<file path="config.mk">
export PLATFORM = sky130hd
export DESIGN_NAME = cluster_boot_sequencer
export DESIGN_NICKNAME = d
export VERILOG_FILES = /design/src/rtl/cluster_boot_pkg.sv /design/src/rtl/cluster_boot_mask_iter.sv /design/src/rtl/cluster_boot_sequencer.sv
export SDC_FILE = /design/constraint.sdc
export NUM_CORES = 1
export LEC_CHECK = 0
export ABC_CLOCK_PERIOD_IN_PS = 10000
export BUFFER_PORTS_ARGS = -buffer_cell sky130_fd_sc_hd__buf_2
export CAP_MARGIN = 20
export CORE_MARGIN = 1.5
export CORE_UTILIZATION = 42
export DETAILED_ROUTE_END_ITERATION = 7
export MAX_ROUTING_LAYER = met4
export PLACE_DENSITY = 0.8
export SLEW_MARGIN = 10
export SYNTH_ARGS = -nofsm -noshare
export SYNTH_HDL_FRONTEND = slang
export SYNTH_HIERARCHICAL = 1
export SYNTH_SLANG_ARGS = --single-unit
</file>
<file path="constraint.sdc">
create_clock -name clk_i -period 10 [get_ports clk_i]
set_clock_uncertainty 0.15 [all_clocks]
set_input_delay 2 -clock clk_i [delete_from_list [all_inputs] [get_ports clk_i]]
set_output_delay 2 -clock clk_i [all_outputs]
set_load 0.02 [all_outputs]
</file>
<file path="src/rtl/cluster_boot_pkg.sv">
// Shared types and helpers for the cluster boot sequencer: FSM states,
// default register offsets, lowest-set-bit search and per-cluster address math.
package cluster_boot_pkg;

    typedef enum logic [3:0] {
        ST_IDLE,
        ST_DELAY,
        ST_WR_REQ,
        ST_WR_RSP,
        ST_WAKE,
        ST_POLL_WAIT,
        ST_RD_REQ,
        ST_RD_RSP,
        ST_DONE,
        ST_ERROR
    } boot_state_e;

    localparam int unsigned MaxIdxW   = 5;
    localparam int unsigned MaskSrchW = 32;

    localparam logic [47:0] DefaultPeriBase       = 48'h0000_0012_0000;
    localparam logic [47:0] DefaultClusterStride  = 48'h0000_0004_0000;
    localparam logic [47:0] DefaultBootCtrlOffset = 48'h0000_0000_0058;
    localparam logic [47:0] DefaultEocOffset      = 48'h0000_0000_0060;

    function automatic int unsigned idx_width(input int unsigned n);
        return (n > 1) ? $clog2(n) : 1;
    endfunction

    // Index of the lowest set bit; 0 when the mask is empty.
    function automatic logic [MaxIdxW-1:0] lowest_set(input logic [MaskSrchW-1:0] mask);
        logic [MaxIdxW-1:0] idx;
        idx = '0;
        for (int i = MaskSrchW - 1; i >= 0; i--) begin
            if (mask[i]) begin
                idx = MaxIdxW'(i);
            end
        end
        return idx;
    endfunction

    function automatic logic [63:0] cluster_addr(input logic [63:0]        base,
                                                 input logic [63:0]        stride,
                                                 input logic [MaxIdxW-1:0] idx,
                                                 input logic [63:0]        offset);
        return base + (stride * 64'(idx)) + offset;
    endfunction

endpackage

</file>
<file path="src/rtl/cluster_boot_mask_iter.sv">
// Registered walker over a cluster mask: current index, the first index seen at
// load time, the next higher set bit and a flag when no higher bit remains.
module cluster_boot_mask_iter
    import cluster_boot_pkg::*;
#(
    parameter int unsigned NumClusters = 4,
    localparam int unsigned IdxW = idx_width(NumClusters)
) (
    input  logic                   clk_i,
    input  logic                   rst_i,
    input  logic                   load_i,
    input  logic [NumClusters-1:0] mask_i,
    input  logic                   advance_i,
    output logic [IdxW-1:0]        cur_idx_o,
    output logic [IdxW-1:0]        first_idx_o,
    output logic [IdxW-1:0]        next_idx_o,
    output logic                   none_left_o
);

    // rem_q holds only the set bits strictly above the current index
    logic [NumClusters-1:0] rem_q, rem_d;
    logic [IdxW-1:0]        cur_q, cur_d;
    logic [IdxW-1:0]        first_q, first_d;
    logic [IdxW-1:0]        next_q, next_d;
    logic                   none_q, none_d;
    logic [NumClusters-1:0] seed;

    always_comb begin
        rem_d   = rem_q;
        cur_d   = cur_q;
        first_d = first_q;
        next_d  = next_q;
        none_d  = none_q;
        seed    = '0;
        if (load_i) begin
            cur_d   = IdxW'(lowest_set(MaskSrchW'(mask_i)));
            first_d = cur_d;
            seed    = mask_i & ~(NumClusters'(1) << cur_d);
        end else if (advance_i) begin
            cur_d = next_q;
            seed  = rem_q & ~(NumClusters'(1) << next_q);
        end
        if (load_i || advance_i) begin
            rem_d  = seed;
            next_d = IdxW'(lowest_set(MaskSrchW'(seed)));
            none_d = (seed == '0);
        end
    end

    always_ff @(posedge clk_i or posedge rst_i) begin
        if (rst_i) begin
            rem_q   <= '0;
            cur_q   <= '0;
            first_q <= '0;
            next_q  <= '0;
            none_q  <= 1'b0;
        end else begin
            rem_q   <= rem_d;
            cur_q   <= cur_d;
            first_q <= first_d;
            next_q  <= next_d;
            none_q  <= none_d;
        end
    end

    assign cur_idx_o   = cur_q;
    assign first_idx_o = first_q;
    assign next_idx_o  = next_q;
    assign none_left_o = none_q;

endmodule

</file>
<file path="src/rtl/cluster_boot_sequencer.sv">
// Boots a cluster array: writes the entry point to each enabled cluster's
// BOOT_CONTROL register, pulses debug_req, then optionally polls EOC for an exit code.
module cluster_boot_sequencer
    import cluster_boot_pkg::*;
#(
    parameter int unsigned          NumClusters     = 4,
    parameter int unsigned          CoresPerCluster = 4,
    parameter int unsigned          AddrWidth       = 48,
    parameter int unsigned          DataWidth       = 64,
    parameter logic [AddrWidth-1:0] PeriBaseAddr    = AddrWidth'(DefaultPeriBase),
    parameter logic [AddrWidth-1:0] ClusterStride   = AddrWidth'(DefaultClusterStride),
    parameter logic [AddrWidth-1:0] BootCtrlOffset  = AddrWidth'(DefaultBootCtrlOffset),
    parameter logic [AddrWidth-1:0] EocOffset       = AddrWidth'(DefaultEocOffset),
    parameter int unsigned          InitDelay       = 1000,
    parameter int unsigned          WakeCycles      = 1,
    parameter bit                   PollEoc         = 1'b1,
    parameter int unsigned          PollInterval    = 64
) (
    input  logic                                   clk_i,
    input  logic                                   rst_i,
    input  logic                                   start_i,
    input  logic [31:0]                            entry_point_i,
    input  logic [NumClusters-1:0]                 cluster_mask_i,
    output logic [AddrWidth-1:0]                   req_addr_o,
    output logic [DataWidth-1:0]                   req_data_o,
    output logic                                   req_write_o,
    output logic [DataWidth/8-1:0]                 req_strb_o,
    output logic                                   req_valid_o,
    input  logic                                   req_ready_i,
    input  logic [DataWidth-1:0]                   rsp_data_i,
    input  logic                                   rsp_error_i,
    input  logic                                   rsp_valid_i,
    output logic                                   rsp_ready_o,
    output logic [NumClusters*CoresPerCluster-1:0] debug_req_o,
    output logic                                   busy_o,
    output logic                                   done_o,
    output logic                                   error_o,
    output logic [30:0]                            exit_code_o
);

    localparam int unsigned IdxW   = idx_width(NumClusters);
    localparam int unsigned StrbW  = DataWidth / 8;
    localparam int unsigned DbgW   = NumClusters * CoresPerCluster;
    localparam int unsigned CntMax0 = (InitDelay > WakeCycles) ? InitDelay : WakeCycles;
    localparam int unsigned CntMax  = (CntMax0 > PollInterval) ? CntMax0 : PollInterval;
    localparam int unsigned CntW    = $clog2(CntMax + 1);

    boot_state_e            state_q, state_d;
    logic [NumClusters-1:0] mask_q, mask_d;
    logic [31:0]            entry_q, entry_d;
    logic [CntW-1:0]        cnt_q, cnt_d;
    logic [30:0]            exit_q, exit_d;

    logic [AddrWidth-1:0]   req_addr_q, req_addr_d;
    logic [DataWidth-1:0]   req_data_q, req_data_d;
    logic                   req_write_q, req_write_d;
    logic [StrbW-1:0]       req_strb_q, req_strb_d;
    logic                   req_valid_q, req_valid_d;
    logic                   rsp_ready_q, rsp_ready_d;
    logic [DbgW-1:0]        debug_q, debug_d;
    logic                   busy_q, busy_d;
    logic                   done_q, done_d;
    logic                   error_q, error_d;

    logic                   iter_load, iter_adv;
    logic [IdxW-1:0]        iter_cur_idx, iter_first_idx, iter_next_idx;
    logic                   iter_none_left;
    logic [IdxW-1:0]        wr_idx;
    logic                   unused_rsp_data_c;

    assign unused_rsp_data_c = ^rsp_data_i[DataWidth-1:32];

    cluster_boot_mask_iter #(
        .NumClusters (NumClusters)
    ) u_mask_iter (
        .clk_i       (clk_i),
        .rst_i       (rst_i),
        .load_i      (iter_load),
        .mask_i      (cluster_mask_i),
        .advance_i   (iter_adv),
        .cur_idx_o   (iter_cur_idx),
        .first_idx_o (iter_first_idx),
        .next_idx_o  (iter_next_idx),
        .none_left_o (iter_none_left)
    );

    // Next-state and sequencing context
    always_comb begin
        state_d   = state_q;
        mask_d    = mask_q;
        entry_d   = entry_q;
        cnt_d     = cnt_q;
        exit_d    = exit_q;
        iter_load = 1'b0;
        iter_adv  = 1'b0;
        wr_idx    = iter_cur_idx;
        unique case (state_q)
            ST_IDLE, ST_DONE, ST_ERROR: begin
                if (start_i) begin
                    mask_d    = cluster_mask_i;
                    entry_d   = entry_point_i;
                    exit_d    = '0;
                    cnt_d     = CntW'(1);
                    iter_load = 1'b1;
                    wr_idx    = IdxW'(lowest_set(MaskSrchW'(cluster_mask_i)));
                    if (cluster_mask_i == '0) begin
                        state_d = ST_DONE;
                    end else if (InitDelay == 0) begin
                        state_d = ST_WR_REQ;
                    end else begin
                        state_d = ST_DELAY;
                    end
                end
            end
            ST_DELAY: begin
                if (cnt_q == CntW'(InitDelay)) begin
                    state_d = ST_WR_REQ;
                end else begin
                    cnt_d = cnt_q + CntW'(1);
                end
            end
            ST_WR_REQ: begin
                if (req_ready_i) begin
                    state_d = ST_WR_RSP;
                end
            end
            ST_WR_RSP: begin
                if (rsp_valid_i) begin
                    if (rsp_error_i) begin
                        state_d = ST_ERROR;
                    end else if (iter_none_left) begin
                        state_d = ST_WAKE;
                        cnt_d   = CntW'(1);
                    end else begin
                        state_d  = ST_WR_REQ;
                        iter_adv = 1'b1;
                        wr_idx   = iter_next_idx;
                    end
                end
            end
            ST_WAKE: begin
                if (cnt_q == CntW'(WakeCycles)) begin
                    cnt_d   = CntW'(1);
                    state_d = PollEoc ? ST_POLL_WAIT : ST_DONE;
                end else begin
                    cnt_d = cnt_q + CntW'(1);
                end
            end
            ST_POLL_WAIT: begin
                if (cnt_q == CntW'(PollInterval)) begin
                    state_d = ST_RD_REQ;
                end else begin
                    cnt_d = cnt_q + CntW'(1);
                end
            end
            ST_RD_REQ: begin
                if (req_ready_i) begin
                    state_d = ST_RD_RSP;
                end
            end
            ST_RD_RSP: begin
                if (rsp_valid_i) begin
                    if (rsp_error_i) begin
                        state_d = ST_ERROR;
                    end else if (rsp_data_i[0]) begin
                        exit_d  = rsp_data_i[31:1];
                        state_d = ST_DONE;
                    end else begin
                        cnt_d   = CntW'(1);
                        state_d = ST_POLL_WAIT;
                    end
                end
            end
            default: state_d = ST_IDLE;
        endcase
    end

    // Registered outputs derived from the upcoming state
    always_comb begin
        busy_d      = !(state_d inside {ST_IDLE, ST_DONE, ST_ERROR});
        done_d      = (state_d == ST_DONE);
        error_d     = (state_d == ST_ERROR);
        rsp_ready_d = (state_d inside {ST_WR_RSP, ST_RD_RSP});
        req_valid_d = (state_d inside {ST_WR_REQ, ST_RD_REQ});
        req_addr_d  = '0;
        req_data_d  = '0;
        req_write_d = 1'b0;
        req_strb_d  = '0;
        debug_d     = '0;
        if (req_valid_d && (state_d == state_q)) begin
            req_addr_d  = req_addr_q;
            req_data_d  = req_data_q;
            req_write_d = req_write_q;
            req_strb_d  = req_strb_q;
        end else if (state_d == ST_WR_REQ) begin
            req_addr_d  = AddrWidth'(cluster_addr(64'(PeriBaseAddr), 64'(ClusterStride),
                                                  MaxIdxW'(wr_idx), 64'(BootCtrlOffset)));
            req_data_d  = DataWidth'(entry_d);
            req_write_d = 1'b1;
            req_strb_d  = '1;
        end else if (state_d == ST_RD_REQ) begin
            req_addr_d  = AddrWidth'(cluster_addr(64'(PeriBaseAddr), 64'(ClusterStride),
                                                  MaxIdxW'(iter_first_idx), 64'(EocOffset)));
            req_strb_d  = '1;
        end
        if (state_d == ST_WAKE) begin
            for (int c = 0; c < NumClusters; c++) begin
                debug_d[c*CoresPerCluster +: CoresPerCluster] = {CoresPerCluster{mask_d[c]}};
            end
        end
    end

    always_ff @(posedge clk_i or posedge rst_i) begin
        if (rst_i) begin
            state_q     <= ST_IDLE;
            mask_q      <= '0;
            entry_q     <= '0;
            cnt_q       <= '0;
            exit_q      <= '0;
            req_addr_q  <= '0;
            req_data_q  <= '0;
            req_write_q <= 1'b0;
            req_strb_q  <= '0;
            req_valid_q <= 1'b0;
            rsp_ready_q <= 1'b0;
            debug_q     <= '0;
            busy_q      <= 1'b0;
            done_q      <= 1'b0;
            error_q     <= 1'b0;
        end else begin
            state_q     <= state_d;
            mask_q      <= mask_d;
            entry_q     <= entry_d;
            cnt_q       <= cnt_d;
            exit_q      <= exit_d;
            req_addr_q  <= req_addr_d;
            req_data_q  <= req_data_d;
            req_write_q <= req_write_d;
            req_strb_q  <= req_strb_d;
            req_valid_q <= req_valid_d;
            rsp_ready_q <= rsp_ready_d;
            debug_q     <= debug_d;
            busy_q      <= busy_d;
            done_q      <= done_d;
            error_q     <= error_d;
        end
    end

    assign req_addr_o  = req_addr_q;
    assign req_data_o  = req_data_q;
    assign req_write_o = req_write_q;
    assign req_strb_o  = req_strb_q;
    assign req_valid_o = req_valid_q;
    assign rsp_ready_o = rsp_ready_q;
    assign debug_req_o = debug_q;
    assign busy_o      = busy_q;
    assign done_o      = done_q;
    assign error_o     = error_q;
    assign exit_code_o = exit_q;

endmodule

</file>
==> impl_metrics.json <==
{
  "synth_xor_xnor_area_share_pct": 0,
  "seq_power_share_pct": 37.9,
  "num_antenna_cells": 0,
  "rsz0062_at_grt": "no",
  "worstPathRequired_ns": 10.12,
  "grt_overflow": 0,
  "drt_iter0_drc": 323,
  "drtAntennaViolNets": 0,
  "clk_latency_ns": 0.42,
  "worst_setup_path_start_kind": "primary input",
  "routed_wl_um": 16490,
  "fillers": 1545,
  "cts-resized-gates": 0,
  "numCtsBuffers": 17,
  "critPathSlowestCell": "or4b_1",
  "worstMarginPinSlew_ns": 1.066,
  "track_usage_pct": 19.21,
  "drc": 0,
  "final_area_mm2": 0.008322,
  "crit_family": "simple AND/OR/NAND/NOR gates",
  "crit_chain": "buf_2, or4b_1, nor4b_2, o31ai_4, buf_4, a221oi_1, nor3_1",
  "drive_gt1_share_pct": 33.84,
  "status": "completed",
  "yosys.area_share.simple_pct": 14.41,
  "synth_fa_ha_area_share_pct": 0.5238,
  "cts_sinks": 138,
  "grt_pass1_wl_um": 26240,
  "synth_common_cells": "dfrtp_1 (138), buf_4 (102), nand2_1 (79), nand3_1 (46)",
  "arrival_ns": 4.08,
  "leakagePower_nw": 4.020,
  "holdBufCountCts": 0,
  "synth_top_family_by_area": "compound AO/OA/AOI/OAI gates",
  "setup_viol_count_final": 0,
  "intPower_mw": 1.263,
  "dr.pass1.iters": 5,
  "dpl_cell_area_mm2": 0.007725,
  "min_period_over_period_pct": 39.59,
  "hold_violations": 0,
  "worst_hold_slack_ns": 0.3257,
  "hpwl_um": 10760,
  "drv_cap": 0,
  "sw_frac_of_total_pct": 32.70,
  "slew_viol_final": 0,
  "io_buffers": 174,
  "worst_slack_ns": 6.041,
  "die_area_mm2": 0.01785,
  "cts_tree": "built",
  "yosysUniqueCellTypes": 65,
  "path_clk_slew_ns": 0.06,
  "ys_warn_count": 6,
  "synth_edf_count": 0,
  "syn2layout_area_growth_pct": 16.13,
  "power_mw": 1.877,
  "cts_buffer_depth": 2,
  "fmax_mhz": 252.6,
  "syn_inst": 710,
  "cts_setup_buffers": 0,
  "async_reset_ff_share_pct": 100.0,
  "rows": 47,
  "muxShareOfSynthArea_pct": 6.373,
  "grt_pass1_vias": 5198,
  "die_x_um": 133.6,
  "synth_most_common_cell": "dfrtp_1",
  "gp_congestion": 0.8595,
  "setup_tns_ns": 0,
  "nets": 950,
  "dp_slack_ns": 5.609,
  "hold_class": "register to register",
  "timing.slew.headroom_pct": 28.86,
  "comb_power_share_pct": 28.6,
  "grt_start_max_net_pins": 68,
  "switching_power_uw": 613.9,
  "avgViaCountPerCell": 5.095,
  "htree_levels": 4,
  "synth_area_leaders": "dfrtp_1 (48%), buf_4 (11%), mux2_2 (5.8%)",
  "wire_per_inst_um": 15.35,
  "syn_area_mm2": 0.007166,
  "synth-seq-area-share_pct": 48.19,
  "fin_crit_ns": 3.959,
  "powerDensity_mw_per_mm2": 225.6,
  "cp_max_fo": 36,
  "synth_area_leader_cell": "dfrtp_1",
  "ys.flop_type": "dfrtp_1",
  "max_stage_delay_ns": 0.60,
  "antenna_found_initial": 0,
  "ys_seq_elements": 138,
  "post-route-util_pct": 50.00,
  "ir_drop_v": 0.0001208,
  "crit_path_end_kind": "register",
  "synth.top_cell.area_share_pct": 48.19,
  "dp_cells": 1042,
  "core-area_mm2": 0.01664,
  "final_cells": 1074,
  "clkPwrFrac_pct": 33.5,
  "cp.buffers_inverters": 2,
  "start_util_pct": 43.06,
  "die_y_um": 133.6,
  "critPathKind": "primary input to register",
  "num_vias": 5472,
  "synth_compound_area_share_pct": 16.08,
  "ioPinCount": 279,
  "postSynthAreaPerCell_um2": 10.09,
  "cts_root_buf": "clkbuf_16"
}
[kinds of logic (layout without fill, tap and decap cells)]
family          Yosys count  after routing
simple gates            207            207
compound gates          161            161
buf+inv                 159            232
flops                   138            138
mux                      41             41
fa+ha+maj                 3              3
other cells               1             72
[power by group through the flow]
stage	Combinational, mW	Sequential (mW)	Clock, mW
global placement	0.524	0.714	0
detailed placement	0.536	0.722	0
finish	0.537	0.712	0.629
CTS	0.538	0.713	0.644
global route	0.597	0.725	0.665
floorplan	0.461	0.708	0
[placed cells by master (no fill, tap or decap), types with 3 or more instances in the layout]
cell type / count
buf_2: 174
nand2_1: 79
nor2_1: 14
nor2b_1: 15
clkbuf_16: 17
mux2i_1: 4
and2_1: 6
conb_1: 72
inv_1: 14
clkinv_4: 3
nand2b_1: 5
o21ai_0: 41
o311ai_0: 3
nand4_1: 3
inv_2: 3
mux2_2: 37
o211ai_1: 41
ha_1: 3
nand3_1: 46
a22o_1: 7
buf_4: 7
a21oi_2: 20
nor3_1: 18
dfrtp_1: 138
inv_6: 4
a21oi_1: 19
[sequential cells by signal, summed over array words and instances (netlist names), 4 cells and up]
name               count
req_data_o            32
mask_q                 4
state_q                4
req_addr_o             5
u_mask_iter/rem_q      4
exit_code_o           31
debug_req_o            4
entry_q               32
cnt_q                 10
[worst min-delay path: stages, from the launching register on]
cell and delay [ns]:
dfrtp_1 0.33, nand2_1 0.04, o21ai_0 0.06
[layer usage]
layer  up-vias  track usage [%]  part of all wire [%]
met5         -                -                     0
met4         0            8.213                   2.1
met3        23            3.881                   5.9
met2       225            29.91                    48
met1      2642            24.44                    44
li1       2582                -                     -
[final timing paths]
check / startpoint / end / slack (ns) / cells past startpoint
max in group asynchronous: rst_i / exit_code_o[4] / 7.00 / 3
worst max-delay path: cluster_mask_i[0] / req_addr_o[18] / 6.04 / 7
worst max register to register: state_q[3] / req_addr_o[18] / 6.69 / 6
worst min register to register: exit_code_o[30] / exit_code_o[30] / 0.33 / 2
min in group asynchronous: rst_i / u_mask_iter/rem_q[2] / 1.48 / 2
worst min-delay path: exit_code_o[30] / exit_code_o[30] / 0.33 / 2
[layout make-up]
| type | count | area (um2) | area share (%) |
|---|---|---|---|
| clock inverters | 11 | 136.4 | 1.639 |
| repair buffers | 182 | 950.9 | 11.43 |
| clock buffers | 21 | 460.4 | 5.533 |
| multi-input cells | 484 | 2973 | 35.72 |
| flip-flops and latches | 138 | 3453 | 41.50 |
| well taps | 220 | 275.3 | 3.308 |
| inverters | 18 | 72.57 | 0.8720 |
No activity file was read; power rests on OpenSTA's default activity.
